<file path="config.mk">
export PLATFORM = sky130hd
export DESIGN_NAME = cpu_step_controller_flat
export DESIGN_NICKNAME = d
export VERILOG_FILES = /design/src/rtl/cpu_step_controller_if.sv /design/src/rtl/cpu_step_controller.sv /design/src/flat_wrapper.sv
export SDC_FILE = /design/constraint.sdc
export NUM_CORES = 1
export LEC_CHECK = 0
export BUFFER_PORTS_ARGS = -buffer_cell sky130_fd_sc_hd__buf_4
export CORE_MARGIN = 4
export CORE_UTILIZATION = 50
export CTS_BUF_LIST = sky130_fd_sc_hd__clkbuf_4
export DETAILED_ROUTE_END_ITERATION = 6
export PLACE_DENSITY_LB_ADDON = 0.2
export SLEW_MARGIN = 5
export SYNTH_ARGS = -nofsm -noshare
export SYNTH_HDL_FRONTEND = slang
export SYNTH_SLANG_ARGS = --single-unit
</file>
<file path="constraint.sdc">
create_clock -name clk_50mhz -period 2.3 [get_ports clk_50mhz]
set_input_delay 0.46 -clock clk_50mhz [delete_from_list [all_inputs] [get_ports clk_50mhz]]
set_output_delay 0.46 -clock clk_50mhz [all_outputs]
set_load 0.03 [all_outputs]
</file>
<file path="src/rtl/cpu_step_controller_if.sv">
// Front-panel and CPU-side signal bundle for the CPU step controller.
// The master side owns the buttons and the CPU halt request; the slave is the controller.
interface cpu_step_controller_if;
  logic [3:0]  btn_n;
  logic        cpu_halt;
  logic        cpu_ce;
  logic        running;
  logic [1:0]  rate_sel;
  logic [15:0] ce_count;

  modport master (
    output btn_n,
    output cpu_halt,
    input  cpu_ce,
    input  running,
    input  rate_sel,
    input  ce_count
  );

  modport slave (
    input  btn_n,
    input  cpu_halt,
    output cpu_ce,
    output running,
    output rate_sel,
    output ce_count
  );
endinterface

</file>
<file path="src/rtl/cpu_step_controller.sv">
// Run/halt/single-step controller producing a CPU clock-enable at one of four rates.
// The buttons pass through synchronizers and debouncers, then drive a HALT/RUN/STEP FSM.
module cpu_step_controller #(
  parameter int unsigned DEBOUNCE_CYCLES = 500000,
  parameter int unsigned DIV0            = 16777216,
  parameter int unsigned DIV1            = 4194304,
  parameter int unsigned DIV2            = 1048576,
  parameter int unsigned DIV3            = 1,
  parameter bit          RUN_AT_RESET    = 1'b1
) (
  input  logic                  clk_50mhz,
  input  logic                  reset_n,
  cpu_step_controller_if.slave  bus
);

  localparam int unsigned          DB_W    = $clog2(DEBOUNCE_CYCLES + 1);
  localparam logic [DB_W-1:0]      DB_LAST = DB_W'(DEBOUNCE_CYCLES - 1);

  typedef enum logic [1:0] {
    S_HALT = 2'd0,
    S_RUN  = 2'd1,
    S_STEP = 2'd2
  } state_t;

  localparam state_t RESET_STATE = RUN_AT_RESET ? S_RUN : S_HALT;

  logic [3:0]            sync_q1;
  logic [3:0]            sync_q2;
  logic [3:0]            deb_q;
  logic [3:0]            press_q;
  logic [3:0][DB_W-1:0]  db_cnt_q;

  state_t       state_q, state_d;
  logic         cpu_ce_q, cpu_ce_d;
  logic         running_q;
  logic [1:0]   rate_q, rate_d;
  logic [15:0]  ce_count_q, ce_count_d;
  logic [24:0]  div_q, div_d;
  logic [24:0]  div_last;

  // Buttons idle high, so every stage resets to the released level.
  // NOTE: sequential state uses non-blocking (<=) so all flops sample pre-edge values together.
  always_ff @(posedge clk_50mhz or negedge reset_n) begin
    if (!reset_n) begin
      sync_q1  <= '1;
      sync_q2  <= '1;
      deb_q    <= '1;
      press_q  <= '0;
      // NOTE: the debounce counters are plain flops, not a RAM, so resetting them is free and required.
      db_cnt_q <= '0;
    end else begin
      sync_q1 <= bus.btn_n;
      sync_q2 <= sync_q1;
      press_q <= '0;
      for (int i = 0; i < 4; i++) begin
        if (sync_q2[i] != deb_q[i]) begin
          if (db_cnt_q[i] == DB_LAST) begin
            deb_q[i]    <= sync_q2[i];
            db_cnt_q[i] <= '0;
            press_q[i]  <= ~sync_q2[i];
          end else begin
            db_cnt_q[i] <= db_cnt_q[i] + 1'b1;
          end
        end else begin
          db_cnt_q[i] <= '0;
        end
      end
    end
  end

  always_comb begin
    case (rate_q)
      2'd0:    div_last = 25'(DIV0 - 1);
      2'd1:    div_last = 25'(DIV1 - 1);
      2'd2:    div_last = 25'(DIV2 - 1);
      default: div_last = 25'(DIV3 - 1);
    endcase
  end

  // NOTE: every output of this block gets a default first, so no path can infer a latch.
  always_comb begin
    state_d    = state_q;
    cpu_ce_d   = 1'b0;
    div_d      = '0;
    rate_d     = rate_q;
    ce_count_d = ce_count_q;

    case (state_q)
      S_HALT: begin
        if (press_q[0]) begin
          state_d = S_RUN;
        end else if (press_q[1]) begin
          state_d  = S_STEP;
          cpu_ce_d = 1'b1;
        end
      end
      S_STEP:  state_d = S_HALT;
      S_RUN: begin
        if (press_q[0] || bus.cpu_halt) state_d = S_HALT;
      end
      default: state_d = RESET_STATE;
    endcase

    // Divider only advances while RUN continues; exits and rate changes restart it.
    if (state_q == S_RUN && state_d == S_RUN && !press_q[2]) begin
      if (div_q == div_last) begin
        cpu_ce_d = 1'b1;
      end else begin
        div_d = div_q + 25'd1;
      end
    end

    if (press_q[2]) rate_d = rate_q + 2'd1;

    if (press_q[3]) begin
      ce_count_d = {15'd0, cpu_ce_d};
    end else if (cpu_ce_d) begin
      ce_count_d = ce_count_q + 16'd1;
    end
  end

  always_ff @(posedge clk_50mhz or negedge reset_n) begin
    if (!reset_n) begin
      state_q    <= RESET_STATE;
      cpu_ce_q   <= 1'b0;
      running_q  <= RUN_AT_RESET;
      rate_q     <= 2'd0;
      ce_count_q <= 16'd0;
      div_q      <= '0;
    end else begin
      state_q    <= state_d;
      cpu_ce_q   <= cpu_ce_d;
      running_q  <= (state_d == S_RUN);
      rate_q     <= rate_d;
      ce_count_q <= ce_count_d;
      div_q      <= div_d;
    end
  end

  assign bus.cpu_ce   = cpu_ce_q;
  assign bus.running  = running_q;
  assign bus.rate_sel = rate_q;
  assign bus.ce_count = ce_count_q;

endmodule

</file>
<file path="src/flat_wrapper.sv">
// flat-port wrapper written by rule: the top's interface ports become plain ports
module cpu_step_controller_flat 
#(
  parameter int unsigned DEBOUNCE_CYCLES = 500000,
  parameter int unsigned DIV0            = 16777216,
  parameter int unsigned DIV1            = 4194304,
  parameter int unsigned DIV2            = 1048576,
  parameter int unsigned DIV3            = 1,
  parameter bit          RUN_AT_RESET    = 1'b1
)
  (clk_50mhz, reset_n, bus_btn_n, bus_cpu_halt, bus_cpu_ce, bus_running, bus_rate_sel, bus_ce_count);
  cpu_step_controller_if bus_i ();
  input  logic clk_50mhz;
  input  logic reset_n;
  input wire logic [$bits(bus_i.btn_n)-1:0] bus_btn_n;
  input wire logic [$bits(bus_i.cpu_halt)-1:0] bus_cpu_halt;
  output wire logic [$bits(bus_i.cpu_ce)-1:0] bus_cpu_ce;
  output wire logic [$bits(bus_i.running)-1:0] bus_running;
  output wire logic [$bits(bus_i.rate_sel)-1:0] bus_rate_sel;
  output wire logic [$bits(bus_i.ce_count)-1:0] bus_ce_count;
  assign bus_i.btn_n = bus_btn_n;
  assign bus_i.cpu_halt = bus_cpu_halt;
  assign bus_cpu_ce = bus_i.cpu_ce;
  assign bus_running = bus_i.running;
  assign bus_rate_sel = bus_i.rate_sel;
  assign bus_ce_count = bus_i.ce_count;
  cpu_step_controller #(.DEBOUNCE_CYCLES(DEBOUNCE_CYCLES), .DIV0(DIV0), .DIV1(DIV1), .DIV2(DIV2), .DIV3(DIV3), .RUN_AT_RESET(RUN_AT_RESET)) u_core (.clk_50mhz(clk_50mhz), .reset_n(reset_n), .bus(bus_i));
endmodule
</file>
==> out/metrics.yaml, run 1 <==
max_cap_violations: 0
via_per_inst: 5.27
synthDistinctLibCells: 38
fin_worst_skew_ns: 0.0183
portBuffers: 26
layout-drive-gt1-share: 0.164
pwr_density_cell_mw_per_mm2: 555
worst_slack_ns: -0.0344
critPathKind: "flop to flop"
ioPinCount: 27
drt-total-wl_mm: 11.6
synth_top_family_by_area: "simple AND/OR/NAND/NOR gates"
wl_met1_mm: 5.54
drv_slew: 0
fmax_mhz: 428
route.met3.wl_um: 377
die_x_um: 122
r2r_end: "u_core.bus.ce_count[8]"
setup_viol: 5
cp-end-kind: "flop"
synth_xor_area_frac: 0.129
path_cells: "inv_2 > ha_4 > or3_1 > a21o_1 > nor4_4 > a21oi_4 > buf_4 > or4_1 > a21oi_1"
synth.most_common_cell: "dfrtp_1"
hold-path-endpoint: "u_core.sync_q2[3]"
path_buf_inv: 2
cts_num_sinks: 139
async_flop_share: 1.00
p_leak_uw: 0.00324
grt_pass1_wl_mm: 20.8
area_delta_synth_final_pct: 14.2
synthAdderAreaFrac: 0.0172
drc_errors: 0
wl_met2_mm: 5.59
worst_slew_pin_slew_ns: 0.600
stdcell_area_sq_mm: 0.00746
holdPathStages: 0
crit_required_ns: 2.75
vias: 4674
violations: "negative setup slack"
synthTopCellsByArea: "dfrtp_1 (48%), xor2_1 (7.5%), nor2_1 (7.0%)"
synth_mux_area_frac: 0.0115
cts_tree: "built"
yosysWarnings: 0
hold_slack_ns: 0.363
crit_family: "simple AND/OR/NAND/NOR gates"
grt_use_total: 0.173
routabilityCongestion: 0.808
synthesis.nets: 655
hold_start: "u_core.sync_q1[3]"
ir_worst_vdd_uv: 325
yosys_most_used_dff: "dfrtp_1"
yosys.area.top_type: "dfrtp_1"
post-route-period-util: 1.01
dr.pass1.iters: 4
synth_edf_count: 0
r2r_start: "u_core.bus.rate_sel[0]"
place_hpwl_mm: 8.10
syn_area_sq_mm: 0.00653
crit_fanout: 12
cts_root_buffer: "clkbuf_4"
hold_viol: 0
cp-start-kind: "flop"
wl_per_cell_um: 13.1
avgSynthCellArea_sq_um: 10.2
grt_pass1_vias: 4612
rsz0062_at_grt: "true"
clock_path_buffers: 2
fp-row-count: 41
dpl-instance-area_sq_mm: 0.00710
grt_max_degree: 67
ys_seq_elements: 139
grt.overflow.total: 0
fill_cells: 1148
nNetsFinal: 718
final.min_clock_period_ns: 2.33
cp_data_arrival_time_ns: 2.78
seq_area_frac_synth: 0.535
initial_core_util: 0.513
die_y_um: 122
antenna_found_initial: 0
slew_headroom: 0.600
n_antenna_cell: 0
clk_pin_slew_worst_paths_ns: 0.11
crit_path_top_delay_cell: "dfrtp_2"
cts_buffers: 17
yosys.area_share.simple: 0.253
status: "complete, but fails checks"
die_area_sq_mm: 0.0150
drt_iter0_markers: 212
hold_path.class: "flop to flop"
rr_worst_depth: 9
cts_max_level: 4
ys_top_cells_by_count: "dfrtp_1 (125), nor2_1 (122), xor2_1 (56)"
slowest_delay_ns: 0.43
top_layer_used: "met4"
clk_latency_ns: 0.53
synth_compound_area_frac: 0.0366
netlist_instances: 639
ant_nets: 0
core_area_sq_mm: 0.0127
yosysTopAreaCellShare: 0.479
rrSetupSlack_ns: -0.03
-- stage by stage --
step,utilization,setup TNS (ns),worst slack [ns],instances,power [uW]
2_1_floorplan,-,0,0.0111,639,2590
3_3_place_gp,0.558,0,0.0101,848,2670
3_5_place_dp,0.558,-0.414,-0.0646,848,2670
4_1_cts,0.586,-0.102,-0.0309,887,4210
5_1_grt,0.586,-1.23,-0.122,887,4340
6_report,0.586,-0.0903,-0.0344,887,4140
-- area by class of cell --
type	instances	area, sq um	area share
Sequential cell	139	3500	0.469
Multi-Input combinational cell	472	2960	0.397
Timing Repair Buffer	57	457	0.0612
Tap cell	172	215	0.0289
Clock buffer	19	143	0.0191
Clock inverter	13	129	0.0173
Inverter	15	56.3	0.00755
-- sequential cells by signal (all words and copies together), names as in the netlist --
register	flops
u_core.db_cnt_q	76
u_core.div_q	25
u_core.bus.ce_count	16
u_core.deb_q	4
u_core.press_q	4
u_core.sync_q1	4
u_core.sync_q2	4
u_core.bus.rate_sel	2
u_core.state_q	2
u_core.bus.cpu_ce	1
u_core.bus.running	1
-- logic make-up (layout without fill, tap and decap cells) --
group,Yosys count,count (layout)
AOI/OAI and AO/OA,37,37
xor gates and xnor gates,96,96
adders and majority gates,9,9
buffers and inverters,28,104
DFF,139,139
muxes,7,7
and+or+nand+nor,323,323
-- power by group --
part / total (uW) / internal (uW) / switching [uW] / leakage (uW)
Clock: 1520 / 655 / 861 / 0.000135
Sequential: 2490 / 2470 / 21.1 / 0.00188
Combinational: 129 / 43.4 / 85.7 / 0.00123
Total: 4140 / 3170 / 967 / 0.00324
-- layer usage --
layer  global-route usage  vias to the layer above
met5                    0                        -
met4               0.0497                        0
met3               0.0502                        7
met2                0.280                       56
met1                0.230                     2289
li1                     -                     2322
-- cells in the final DEF (no fill, tap or decap), types with 5 or more instances in the layout --
cell type      instances
a21oi_1               15
and2_1                10
and3_1                12
and4_1                14
buf_4                 50
clkbuf_4              19
clkinvlp_4             5
dfrtp_1              123
dfstp_2               14
dlygate4sd3_1          5
ha_1                   7
inv_1                 13
nand2_1               44
nand3_1               43
nand4_1               19
nor2_1               122
nor3b_1                5
nor4_1                 7
nor4b_1                7
o21ai_0                9
o31ai_1                8
or3_1                  9
or4_1                  9
xnor2_1               40
xor2_1                56
-- worst max path at each step --
stage                                       from  slack [ns]  cells past startpoint                       to
after detailed placement  u_core.bus.rate_sel[0]       -0.06                      9   u_core.bus.ce_count[8]
after floorplan           u_core.bus.rate_sel[0]        0.01                      9  u_core.bus.ce_count[10]
after CTS                 u_core.bus.rate_sel[0]       -0.03                      9   u_core.bus.ce_count[8]
final                     u_core.bus.rate_sel[0]       -0.03                      9   u_core.bus.ce_count[8]
after global placement    u_core.bus.rate_sel[0]        0.01                      9   u_core.bus.ce_count[8]
after global routing      u_core.bus.rate_sel[0]       -0.12                      9  u_core.bus.ce_count[13]
-- repair_timing --
item / CTS / global route
resized for setup: 2 / 0
pin swaps: 1 / 1
buffers inserted: 2 / 0
endpoints found under the hold margin: 54 / 0
hold buffers: 5 / 0
endpoints found under the setup margin: 12 / 14
Note: power is estimated with default switching activity, not from simulation.
==> inputs of run 2 (changes only) <==
==> constraint.sdc (replaced) <==
create_clock -name clk_50mhz -period 2.3 [get_ports clk_50mhz]
set_input_delay 0.23 -clock clk_50mhz [delete_from_list [all_inputs] [get_ports clk_50mhz]]
set_output_delay 0.23 -clock clk_50mhz [all_outputs]
set_load 0.03 [all_outputs]
==> out/metrics.yaml, run 2 (synthesis gave the netlist of run 1 again) <==
setup_viol: 6
grt_max_degree: 60
ant_nets: 0
p_total_uw: 4440
crit_required_ns: 2.76
r2r_end: "u_core.bus.ce_count[14]"
p_leak_uw: 0.00334
dr.pass1.iters: 4
wl_per_cell_um: 13.8
grt_pass1_wl_mm: 21.8
status: "complete, but fails checks"
rr_worst_depth: 9
layout-drive-gt1-share: 0.186
cp-end-kind: "flop"
pwr_density_cell_mw_per_mm2: 579
slowest_delay_ns: 0.52
drt_iter0_markers: 265
hold-path-endpoint: "u_core.bus.running"
holdPathStages: 4
grt_use_total: 0.180
path_cells: "inv_2 > ha_4 > or3_1 > a21o_1 > nor4_4 > buf_6 > a21oi_4 > or4_4 > a21oi_2"
die_x_um: 122
largest_register: "u_core.db_cnt_q"
clock_path_buffers: 2
cts_num_sinks: 139
hold_path.class: "input pin to flop"
drv_slew: 0
grt_pass1_vias: 4783
hold_start: "bus_cpu_halt"
final.min_clock_period_ns: 2.34
fp-row-count: 41
fmax_mhz: 427
antenna_found_initial: 0
crit_start: "u_core.bus.rate_sel[0]"
path_buf_inv: 2
worst_slew_pin_slew_ns: 0.553
drc_errors: 0
clk_latency_ns: 0.53
crit_path_top_delay_cell: "or4_4"
worst_slack_ns: -0.0431
crit_fanout: 8
core_area_sq_mm: 0.0127
via_per_inst: 5.35
die_area_sq_mm: 0.0150
ir_worst_vdd_uv: 465
slew_headroom: 0.631
largest_register_ffs: 76
drt-total-wl_mm: 12.4
fin_worst_skew_ns: 0.0143
grt.overflow.total: 0
clk_pin_slew_worst_paths_ns: 0.12
cts_tree: "built"
layout_common_cells: "nor2_1 (122), dfrtp_1 (122), xor2_1 (56)"
hold_viol: 0
routabilityCongestion: 0.814
crit_family: "simple AND/OR/NAND/NOR gates"
cp_data_arrival_time_ns: 2.80
vias: 4806
initial_core_util: 0.513
cp-start-kind: "flop"
utilization: 0.604
rsz0062_at_grt: "true"
critPathKind: "flop to flop"
post-route-period-util: 1.02
r2r_start: "u_core.bus.rate_sel[0]"
die_y_um: 122
ioPinCount: 27
cts_max_level: 4
max_cap_violations: 0
area_delta_synth_final_pct: 17.6
rrSetupSlack_ns: -0.04
violations: "negative setup slack"
setup_tns_ns: -0.148
portBuffers: 26
cts_root_buffer: "clkbuf_4"
cts_buffers: 17
n_antenna_cell: 0
place_hpwl_mm: 8.13
nNetsFinal: 729
-- run 2: cell count changes in the layout (fill, tap and decap cells not counted), sizes merged --
cell,delta
clkinvlp,-1
a21oi,+2
bufinv,+3
clkinv,-1
buf,+9
clkbuf,-1
-- run 2: metrics by stage --
stage | cells | setup slack (ns) | hold slack [ns] | cell area (sq um)
global placement | 850 | -0.202 | 0.228 | 7120
detailed placement | 850 | -0.237 | 0.231 | 7120
global route | 898 | -0.148 | 0.0674 | 7680
finish | 898 | -0.0431 | 0.0923 | 7680
CTS | 890 | -0.0683 | 0.0396 | 7550
floorplan | 639 | 0.0111 | -0.0656 | 6550
-- run 2: repair_timing --
item,4_1_cts,5_1_grt
hold endpoints to repair,60,0
gates resized for setup,3,14
pin swaps,1,12
gates cloned,1,1
setup endpoints to repair,13,16
hold buffers,5,0
setup buffers,2,8
-- run 2: final cells by class --
cell class	count	area, sq um
sequential	139	3500
fill	1100	5040
tap	172	215
clock inverter	14	201
multi-input combinational	474	3030
clock buffer	18	135
inverter	15	56.3
timing repair buffer	66	539
-- run 2: worst register-to-register path, stage by stage (launching register included) --
cell     delay, ns
dfrtp_2       0.45
inv_2         0.06
ha_4          0.16
or3_1         0.36
a21o_1        0.20
nor4_4        0.15
buf_6         0.17
a21oi_4       0.09
or4_4         0.52
a21oi_2       0.12
-- run 2: worst max path at each step --
| stage | endpoint | depth (start not counted) | slack [ns] |
|---|---|---|---|
| floorplan | u_core.bus.ce_count[10] | 9 | 0.01 |
| CTS | u_core.bus.ce_count[7] | 8 | -0.07 |
| global route | u_core.bus.ce_count[7] | 7 | -0.15 |
| finish | u_core.bus.ce_count[14] | 9 | -0.04 |
| detailed placement | u_core.bus.ce_count[1] | 9 | -0.24 |
| global placement | u_core.bus.ce_count[1] | 9 | -0.20 |
-- run 2: where the power goes --
group | internal, uW | switching, uW
Sequential | 2470 | 21.4
Clock | 967 | 857
Combinational | 40.1 | 85.5
-- run 2: metal layers --
| metal | track usage | part of all wire |
|---|---|---|
| met5 | 0 | 0 |
| met4 | 0.0567 | 0.015 |
| met3 | 0.0442 | 0.028 |
| met2 | 0.300 | 0.49 |
| met1 | 0.232 | 0.47 |
==> inputs of run 3 (changes only) <==
- CAP_MARGIN: not set -> 10
- CTS_BUF_LIST: sky130_fd_sc_hd__clkbuf_4 -> sky130_fd_sc_hd__clkbuf_2
==> out/metrics.yaml, run 3 (synthesis gave the netlist of run 1 again) <==
wl_per_cell_um: 13.7
drc_errors: 0
largest_register_ffs: 76
slew_headroom: 0.633
slowest_delay_ns: 0.47
hold_viol: 0
max_cap_violations: 0
die_x_um: 122
drt-total-wl_mm: 12.4
via_per_inst: 5.33
cp-end-kind: "flop"
cts_root_buffer: "clkbuf_2"
post-route-period-util: 1.04
clk_latency_ns: 0.69
cp_data_arrival_time_ns: 3.01
grt_max_degree: 60
layout_common_cells: "nor2_1 (122), dfrtp_1 (122), xor2_1 (56)"
critPathKind: "flop to flop"
worst_slew_pin_slew_ns: 0.551
p_total_uw: 4300
setup_viol: 10
hold_path.class: "input pin to async pin"
portBuffers: 26
die_y_um: 122
fmax_mhz: 418
fin_worst_skew_ns: 0.0242
drv_slew: 0
cts_num_sinks: 139
rsz0062_at_grt: "true"
worst_slack_ns: -0.0915
vias: 4801
hold_slack_ns: 0.0328
place_ws_ns: -0.237
pwr_density_cell_mw_per_mm2: 562
die_area_sq_mm: 0.0150
grt_pass1_vias: 4770
core_area_sq_mm: 0.0127
grt_pass1_wl_mm: 21.7
clock_path_buffers: 2
layout-drive-gt1-share: 0.190
cts_buffers: 17
antenna_found_initial: 1
largest_register: "u_core.db_cnt_q"
setup_tns_ns: -0.525
place_hpwl_mm: 8.13
initial_core_util: 0.513
drt_iter0_markers: 293
cts_tree: "built"
final.min_clock_period_ns: 2.39
crit_fanout: 5
ir_worst_vdd_uv: 667
fp-row-count: 41
ant_nets: 0
status: "complete, but fails checks"
crit_path_top_delay_cell: "or4_1"
cp-start-kind: "flop"
cts_max_level: 4
p_leak_uw: 0.00333
dr.pass1.iters: 4
grt.overflow.total: 0
grt_use_total: 0.180
area_delta_synth_final_pct: 17.3
path_cells: "inv_4 > ha_4 > or3_1 > a21o_1 > nor4_4 > buf_6 > a21oi_2 > or4_1 > a21oi_1"
routabilityCongestion: 0.814
violations: "negative setup slack"
ioPinCount: 27
crit_required_ns: 2.92
nNetsFinal: 730
clk_pin_slew_worst_paths_ns: 0.21
-- run 3: cell count changes in the layout (fill, tap and decap cells not counted), sizes merged --
cell / previous run / this run
dlygate4sd3: 5 / 6
diode: 0 / 2
-- run 3: metal layers --
metal,GRT usage,vias up,routed length (um)
met5,0,-,0
met4,0.0672,0,192
met3,0.0378,17,351
met2,0.299,63,6050
met1,0.234,2377,5750
li1,-,2344,-
-- run 3: final timing paths --
kind,startpoint,endpoint,slack [ns],cells past startpoint
worst max-delay path,u_core.bus.rate_sel[1],u_core.bus.ce_count[10],-0.09,9
worst min-delay path,reset_n,u_core.div_q[5],0.03,2
worst max register to register,u_core.bus.rate_sel[1],u_core.bus.ce_count[10],-0.09,9
worst min register to register,u_core.sync_q1[1],u_core.sync_q2[1],0.35,0
max in group asynchronous,reset_n,u_core.sync_q1[0],1.55,3
min in group clk_50mhz,bus_btn_n[3],u_core.sync_q1[3],0.18,2
-- run 3: cell type report --
type / instances / area [sq um]
clock buffer: 18 / 90.1
sequential: 139 / 3500
tap: 172 / 215
fill: 1098 / 5060
multi-input combinational: 474 / 3040
antenna: 2 / 5.00
clock inverter: 14 / 201
inverter: 15 / 58.8
timing repair buffer: 67 / 549
-- run 3: stage by stage --
stage          area [sq um]   util  cells
2_1_floorplan          6550      -    639
3_3_place_gp           7120  0.560    850
3_5_place_dp           7120  0.560    850
4_1_cts                7510  0.591    891
5_1_grt                7660  0.602    901
6_report               7660  0.602    901
-- run 3: what timing repair did --
action | 4_1_cts | 5_1_grt
pin swaps | 1 | 11
endpoints found under the hold margin | 136 | 0
resized for setup | 3 | 19
setup buffers | 2 | 7
hold buffers | 6 | 0
cloned | 1 | 1
setup endpoints to repair | 12 | 16
-- run 3: power by group --
| group | internal, uW | switching [uW] |
|---|---|---|
| sequential | 2480 | 21.8 |
| clock | 810 | 867 |
| combinational | 41.2 | 85.9 |
| total | 3330 | 975 |
-- run 3: critical path: cells and delay by family, from the launching register on --
family / cells / cell delay [ns]
buffers and inverters: 2 / 0.23
and+or+nand+nor: 3 / 1.00
AOI/OAI and AO/OA: 3 / 0.45
DFF: 1 / 0.46
adders and majority gates: 1 / 0.16
